`src/rtl/seq_detect_param.sv`:
```
// seq_detect_param -- runtime-configurable serial bit-pattern detector.
//
// Flags every occurrence of a 1..MAX_W bit pattern in a qualified serial
// stream. Overlapping or non-overlapping matching is selectable, and a
// saturating counter tallies matches. Out of reset it detects 10110 with
// overlap.
//
// Ports:
//   clk, rst        rising-edge clock, asynchronous active-high reset
//   cfg_load        latch cfg_pattern / cfg_len / cfg_overlap, flush history
//   cfg_pattern     right-aligned pattern, bit len-1 is received first
//   cfg_len         pattern length, 0 or >MAX_W clamps to MAX_W
//   cfg_overlap     1 = overlapping matches, 0 = restart after each match
//   in_valid/in_bit serial data and its qualifier
//   count_clr       synchronous clear of match_count
//   match           registered one-cycle pulse per completed pattern
//   match_count     saturating match tally
//   armed           history already holds at least len valid bits
module seq_detect_param #(
  parameter int               MAX_W       = 8,
  parameter int               CNT_W       = 8,
  parameter logic [MAX_W-1:0] RST_PATTERN = 8'b0001_0110,
  parameter int               RST_LEN     = 5,
  parameter bit               RST_OVERLAP = 1'b1,
  localparam int              LEN_W       = $clog2(MAX_W+1)
) (
  input  logic             clk,
  input  logic             rst,
  input  logic             cfg_load,
  input  logic [MAX_W-1:0] cfg_pattern,
  input  logic [LEN_W-1:0] cfg_len,
  input  logic             cfg_overlap,
  input  logic             in_valid,
  input  logic             in_bit,
  input  logic             count_clr,
  output logic             match,
  output logic [CNT_W-1:0] match_count,
  output logic             armed
);

  logic [MAX_W-1:0] pat_r;
  logic [LEN_W-1:0] len_r;
  logic             ovl_r;
  logic [MAX_W-2:0] hist;
  logic [LEN_W-1:0] fill;

  logic [MAX_W-1:0] window, mask;
  logic [LEN_W-1:0] len_cl, fill_inc;
  logic             hit, hit_e;

  // Out-of-range lengths fall back to the widest pattern.
  always_comb begin
    len_cl = cfg_len;
    if (cfg_len == '0 || cfg_len > LEN_W'(MAX_W)) len_cl = LEN_W'(MAX_W);
  end

  // Only the low len_r bits of the window take part in the compare, so
  // pattern bits above len_r-1 are don't-care.
  for (genvar i = 0; i < MAX_W; i++) begin : g_mask
    assign mask[i] = (LEN_W'(i) < len_r);
  end

  assign window = {hist, in_bit};
  // len_r-1 history bits plus the incoming bit complete a pattern.
  assign hit    = (fill >= len_r - LEN_W'(1)) && (((window ^ pat_r) & mask) == '0);
  assign hit_e  = hit && in_valid && !cfg_load;

  // fill saturates at len_r; computed without +1 overflow for any MAX_W.
  assign fill_inc = (fill >= len_r) ? len_r : fill + LEN_W'(1);

  assign armed = (fill >= len_r);

  always_ff @(posedge clk or posedge rst) begin
    if (rst) begin
      pat_r <= RST_PATTERN;
      len_r <= LEN_W'(RST_LEN);
      ovl_r <= RST_OVERLAP;
      hist  <= '0;
      fill  <= '0;
      match <= 1'b0;
    end else if (cfg_load) begin
      pat_r <= cfg_pattern;
      len_r <= len_cl;
      ovl_r <= cfg_overlap;
      hist  <= '0;
      fill  <= '0;
      match <= 1'b0;
    end else if (in_valid) begin
      hist  <= window[MAX_W-2:0];
      match <= hit;
      // Non-overlap mode restarts the stream after a match.
      fill  <= (hit && !ovl_r) ? '0 : fill_inc;
    end else begin
      match <= 1'b0;
    end
  end

  // A clear that coincides with a hit keeps that hit.
  always_ff @(posedge clk or posedge rst) begin
    if (rst)
      match_count <= '0;
    else if (count_clr)
      match_count <= hit_e ? CNT_W'(1) : '0;
    else if (hit_e && match_count != '1)
      match_count <= match_count + CNT_W'(1);
  end

endmodule

```
`config.mk`:
```
export PLATFORM = sky130hd
export DESIGN_NAME = seq_detect_param
export DESIGN_NICKNAME = d
export VERILOG_FILES = /design/src/rtl/seq_detect_param.sv
export SDC_FILE = /design/constraint.sdc
export NUM_CORES = 1
export LEC_CHECK = 0
export CAP_MARGIN = 10
export CORE_UTILIZATION = 43
export CTS_BUF_LIST = sky130_fd_sc_hd__clkbuf_8
export DETAILED_ROUTE_END_ITERATION = 6
export PLACE_DENSITY = 0.65
export SLEW_MARGIN = 20
export SYNTH_ARGS = -nofsm -noshare
export SYNTH_HDL_FRONTEND = slang
export SYNTH_SLANG_ARGS = --single-unit
```
`constraint.sdc`:
```
create_clock -name clk -period 6.5 [get_ports clk]
set_input_delay 1.3 -clock clk [delete_from_list [all_inputs] [get_ports clk]]
set_output_delay 1.3 -clock clk [all_outputs]
set_load 0.02 [all_outputs]
```
# After elaboration in Yosys (flattened, before gate mapping)
# Index checks and enable logic that the tools add are counted.
word_totals:
  reg_bits: 33
  latch_bits: 0
  in_bits: 19
  rom_bits: 0
  elab_cells: 48
  ramBits: 0
  n_memories: 0
  out_inout_bits: 10
op_classes:
  multipliers: 0
  div: 0
  add_sub_neg: 3
  eq_ne: 1
  muxes: 12
  n_reduce_logical: 12
  magnitude_cmp: 11
  n_shift: 0
  bitwise_logic: 2
ops:
  columns: ["cell", "count"]
  rows:
  - ["$mux W4", 5]
  - ["$lt A3 B4 Y1 const A", 4]
  - ["$mux W8", 2]
  - ["$mux W7", 2]
  - ["$add A8 B1 Y8 const B", 1]
  - ["$and A8 B8 Y8", 1]
  - ["$ge A4 B4 Y1", 2]
  - ["$logic_not A8 Y1", 1]
  - ["$lt A1 B4 Y1 const A", 2]
  - ["$lt A2 B4 Y1 const A", 2]
  - ["$ne A8 B8 Y1 const B", 1]
  - ["$xor A8 B8 Y8", 1]
  - ["$logic_and A1 B1 Y1", 5]
  - ["$add A4 B1 Y4 const B", 1]
  - ["$gt A4 B4 Y1 const B", 1]
  - ["$logic_not A4 Y1", 1]
  - ["$reduce_bool A2 Y1", 2]
  - ["$sub A4 B1 Y4 const B", 1]
  - ["$mux W1", 3]
  - ["$logic_not A1 Y1", 2]
  - ["$logic_or A1 B1 Y1", 1]

# Longest topological paths before layout
logic_depth:
  ltp_word: 9
  depth_mapped: 10
  mapped_depth_nobuf: 9

# Worst setup path after synthesis
# Ideal clock, no wire load.
synth_path:
  path_kind: "register -> output"
  start: "register len_r[0]"
  end: "output armed"
  slack_ns: 3.450
  arrival_ns: 1.750
  required_time_ns: 5.200
  path_buffers: 0
  stages_incl_launch_ff: 5
  path_cell_list: "dfstp_2 -> inv_1 -> ha_1 -> a21bo_2 -> a211oi_2"
synth_between:
  elab_chain_cells: 1
synth_lines:
  columns: ["item", "line_no", "rtl"]
  rows:
  - ["start: declaration", "42", "logic [LEN_W-1:0] len_r;"]
  - ["start signal: assignment", "76", "len_r <= LEN_W'(RST_LEN);"]
  - ["start signal: assignment", "83", "len_r <= len_cl;"]
  - ["$ge A4 B4 Y1", "71", "assign armed = (fill >= len_r);"]
  - ["end: declaration", "38", "output logic armed"]
# No other way between the ends.

# Final worst setup path
# Same ends and word-level chain as after synthesis.

==> flow_metrics.env <==
export IMPL_status="finished clean"
export IMPL_fin_tns_setup_ns=0
export IMPL_nNetsFinal=252
export IMPL_clock_latency_ns=0.28
export IMPL_clockBufferDepth=2
export IMPL_synth_area_leaders="dfrtp_1 (33%), ha_1 (8.0%), dfstp_2 (7.7%), mux2_2 (5.5%), mux2i_1 (3.9%)"
export IMPL_worstPathArrival_ns=2.76
export IMPL_met2_usage_pct=33.5
export IMPL_cts_buffers=5
export IMPL_cts_setup_buffers=0
export IMPL_first_pass_iters=6
export IMPL_grt_first_pass_wirelength_um=7580
export IMPL_rows=24
export IMPL_gp_congestion=0.865
export IMPL_synth_top_area_share_pct=33.1
export IMPL_yosysWarnings=0
export IMPL_power_total_w=0.000520
export IMPL_relSlewSlack_pct=34.1
export IMPL_setup_slack_ns=2.44
export IMPL_dieArea_sq_mm=0.00502
export IMPL_port_buffers=28
export IMPL_antenna_cells=0
export IMPL_synth_most_common_cell="dfrtp_1"
export IMPL_ys_ff_latch=33
export IMPL_worstSetupPathType="reg -> out"
export IMPL_ys_seq_area_share_pct=40.9
export IMPL_syn_avg_cell_area_sq_um=10.6
export IMPL_ir_drop_mv=0.123
export IMPL_dp_final_hpwl_um=3200
export IMPL_cts_root_buf="clkbuf_8"
export IMPL_path_max_fanout=10
export IMPL_die_width_um=70.8
export IMPL_async_reset_ff_share_pct=100
export IMPL_final_antenna_net_count=0
export IMPL_pre_cts_ws_ns=2.76
export IMPL_hold_buffers=0
export IMPL_dpl_cell_area_sq_mm=0.00234
export IMPL_drive_above_1_share_pct=16.7
export IMPL_drv_cap=0
export IMPL_period_needed_ns=4.06
export IMPL_cts_tree="built"
export IMPL_clock_sinks=33
export IMPL_grt_max_degree=34
export IMPL_netlist_instances=192
export IMPL_core_area_sq_mm=0.00444
export IMPL_netlist_top_cells_count="dfrtp_1 (27), nor2_1 (17), ha_1 (13), mux2_2 (10), nand2_1 (9)"
export IMPL_grt_setup_unrepaired="no"
export IMPL_synth_net_count=224
export IMPL_maxSlewViolCount=0
export IMPL_use_met3_pct=4.84
export IMPL_r2r_start="len_r[0]$_DFFE_PP1P_"
export IMPL_min_from="pat_r[0]$_DFFE_PP0P_"
export IMPL_fillCellCount=400
export IMPL_drc=0
export IMPL_synth_edff_count=0
export IMPL_clkTransAtPathRegs_ns=0.07
export IMPL_ios=29
export IMPL_post_cts_resized=0
export IMPL_p_per_area_mw_per_mm2=213
export IMPL_setup_violations=0
export IMPL_required_ns=5.20
export IMPL_postLayoutCoreUtil_pct=54.9
export IMPL_die_height_um=70.8
export IMPL_grt_ovfl_total=0
export IMPL_fmax_mhz=246
export IMPL_crit_path_start="len_r[0]$_DFFE_PP1P_"
export IMPL_drt_vias_per_instance=5.63
export IMPL_grt_usage_pct=19.4
export IMPL_initial_core_util_pct=45.9
export IMPL_syn2layout_area_growth_pct=19.6
export IMPL_grt_use_met1_pct=23.7
export IMPL_wl_per_cell_um=15.6
export IMPL_r2r_slack_ns=3.81
export IMPL_synth_area_sq_mm=0.00204
export IMPL_synthFlopType="dfrtp_1"
export IMPL_wl_um=4260
export IMPL_drt_initial_drc_count=109
export IMPL_htree_levels=2
export IMPL_p_leak_nw=1.04
export IMPL_busiest_layer="met2"
export IMPL_hold_class="reg -> reg"
export IMPL_hold_viol=0
export IMPL_grt_pass1_vias=1625
export IMPL_end_kind="output pin"
export IMPL_fin_crit_sh_pct=62.5
export IMPL_cp_start_kind="flip-flop"
export IMPL_postLayoutCellArea_sq_mm=0.00244
export IMPL_antenna_found_initial=0
export IMPL_finalClockSkew_ns=0.00387
export IMPL_vias=1538
export IMPL_worst_slew_pin_slew_ns=0.985
export IMPL_synth_distinct_cells=50
export IMPL_synth_top_area_cell="dfrtp_1"
-- metrics by stage --
step / cells / hold slack [ns]
global placement: 265 / 0.513
floorplan: 192 / 0.501
finish: 273 / 0.538
CTS: 273 / 0.541
global route: 273 / 0.561
detailed placement: 265 / 0.526
-- layout by cell type (no fill, tap or decap), types with 5 or more instances in the layout --
cell,instances
dfstp_2,6
mux2i_1,8
mux2_2,10
nor2b_1,8
a21oi_1,5
xnor2_1,7
clkdlybuf4s50_1,28
dfrtp_1,27
o21ai_0,5
ha_1,13
nor2_1,17
nor3_1,6
clkbuf_8,7
nand2_1,9
inv_1,7
-- worst paths after layout --
check | endpoint | cells after the start
worst max-delay path | armed | 5
worst min-delay path | pat_r[0]$_DFFE_PP0P_ | 1
worst max register to register | match_count[0]$_DFFE_PP0P_ | 7
worst min register to register | pat_r[0]$_DFFE_PP0P_ | 1
max in group asynchronous | pat_r[2]$_DFFE_PP1P_ | 3
min in group asynchronous | match_count[4]$_DFFE_PP0P_ | 3
-- critical path, cell delays in order (launching register included) --
cell and delay [ns]:
dfstp_2 0.60, inv_1 0.09, ha_1 0.32, a21bo_2 0.20, a211oi_2 0.54, clkdlybuf4s50_1 0.73
-- routing by layer --
layer / routed length (um) / up-vias / part of all wire (%)
met5: 0 / - / 0
met4: 47 / 0 / 1.1
met3: 127 / 6 / 3.0
met2: 2140 / 26 / 50
met1: 1950 / 756 / 46
li1: - / 750 / -
-- where the power goes --
part / total, W / internal [W] / switching [W]
Sequential: 0.000235 / 0.000220 / 0.0000151
Clock: 0.000169 / 0.0000956 / 0.0000730
Combinational: 0.000117 / 0.0000553 / 0.0000612
-- cells by family after synthesis --
logic type | share of synthesized area (%)
adders and majority gates | 7.98
xor gates and xnor gates | 4.30
AOI/OAI and AO/OA | 12.4
buffers and inverters | 3.93
DFF | 40.9
and+or+nand+nor | 18.8
muxes | 11.7
-- registers in the layout, summed over array words and instances (netlist names) --
register / flops
match_count: 8
pat_r: 8
hist: 7
fill: 4
len_r: 4
match: 1
ovl_r: 1
-- area by class of cell --
class	count	area [sq um]	area share (%)
multi-input combinational	144	1120	46.1
sequential	33	833	34.2
timing repair buffer	29	288	11.8
clock buffer	7	96.3	3.95
tap	52	65.1	2.67
inverter	7	26.3	1.08
clock inverter	1	5.00	0.205
Power figures use the tool's default switching activity.
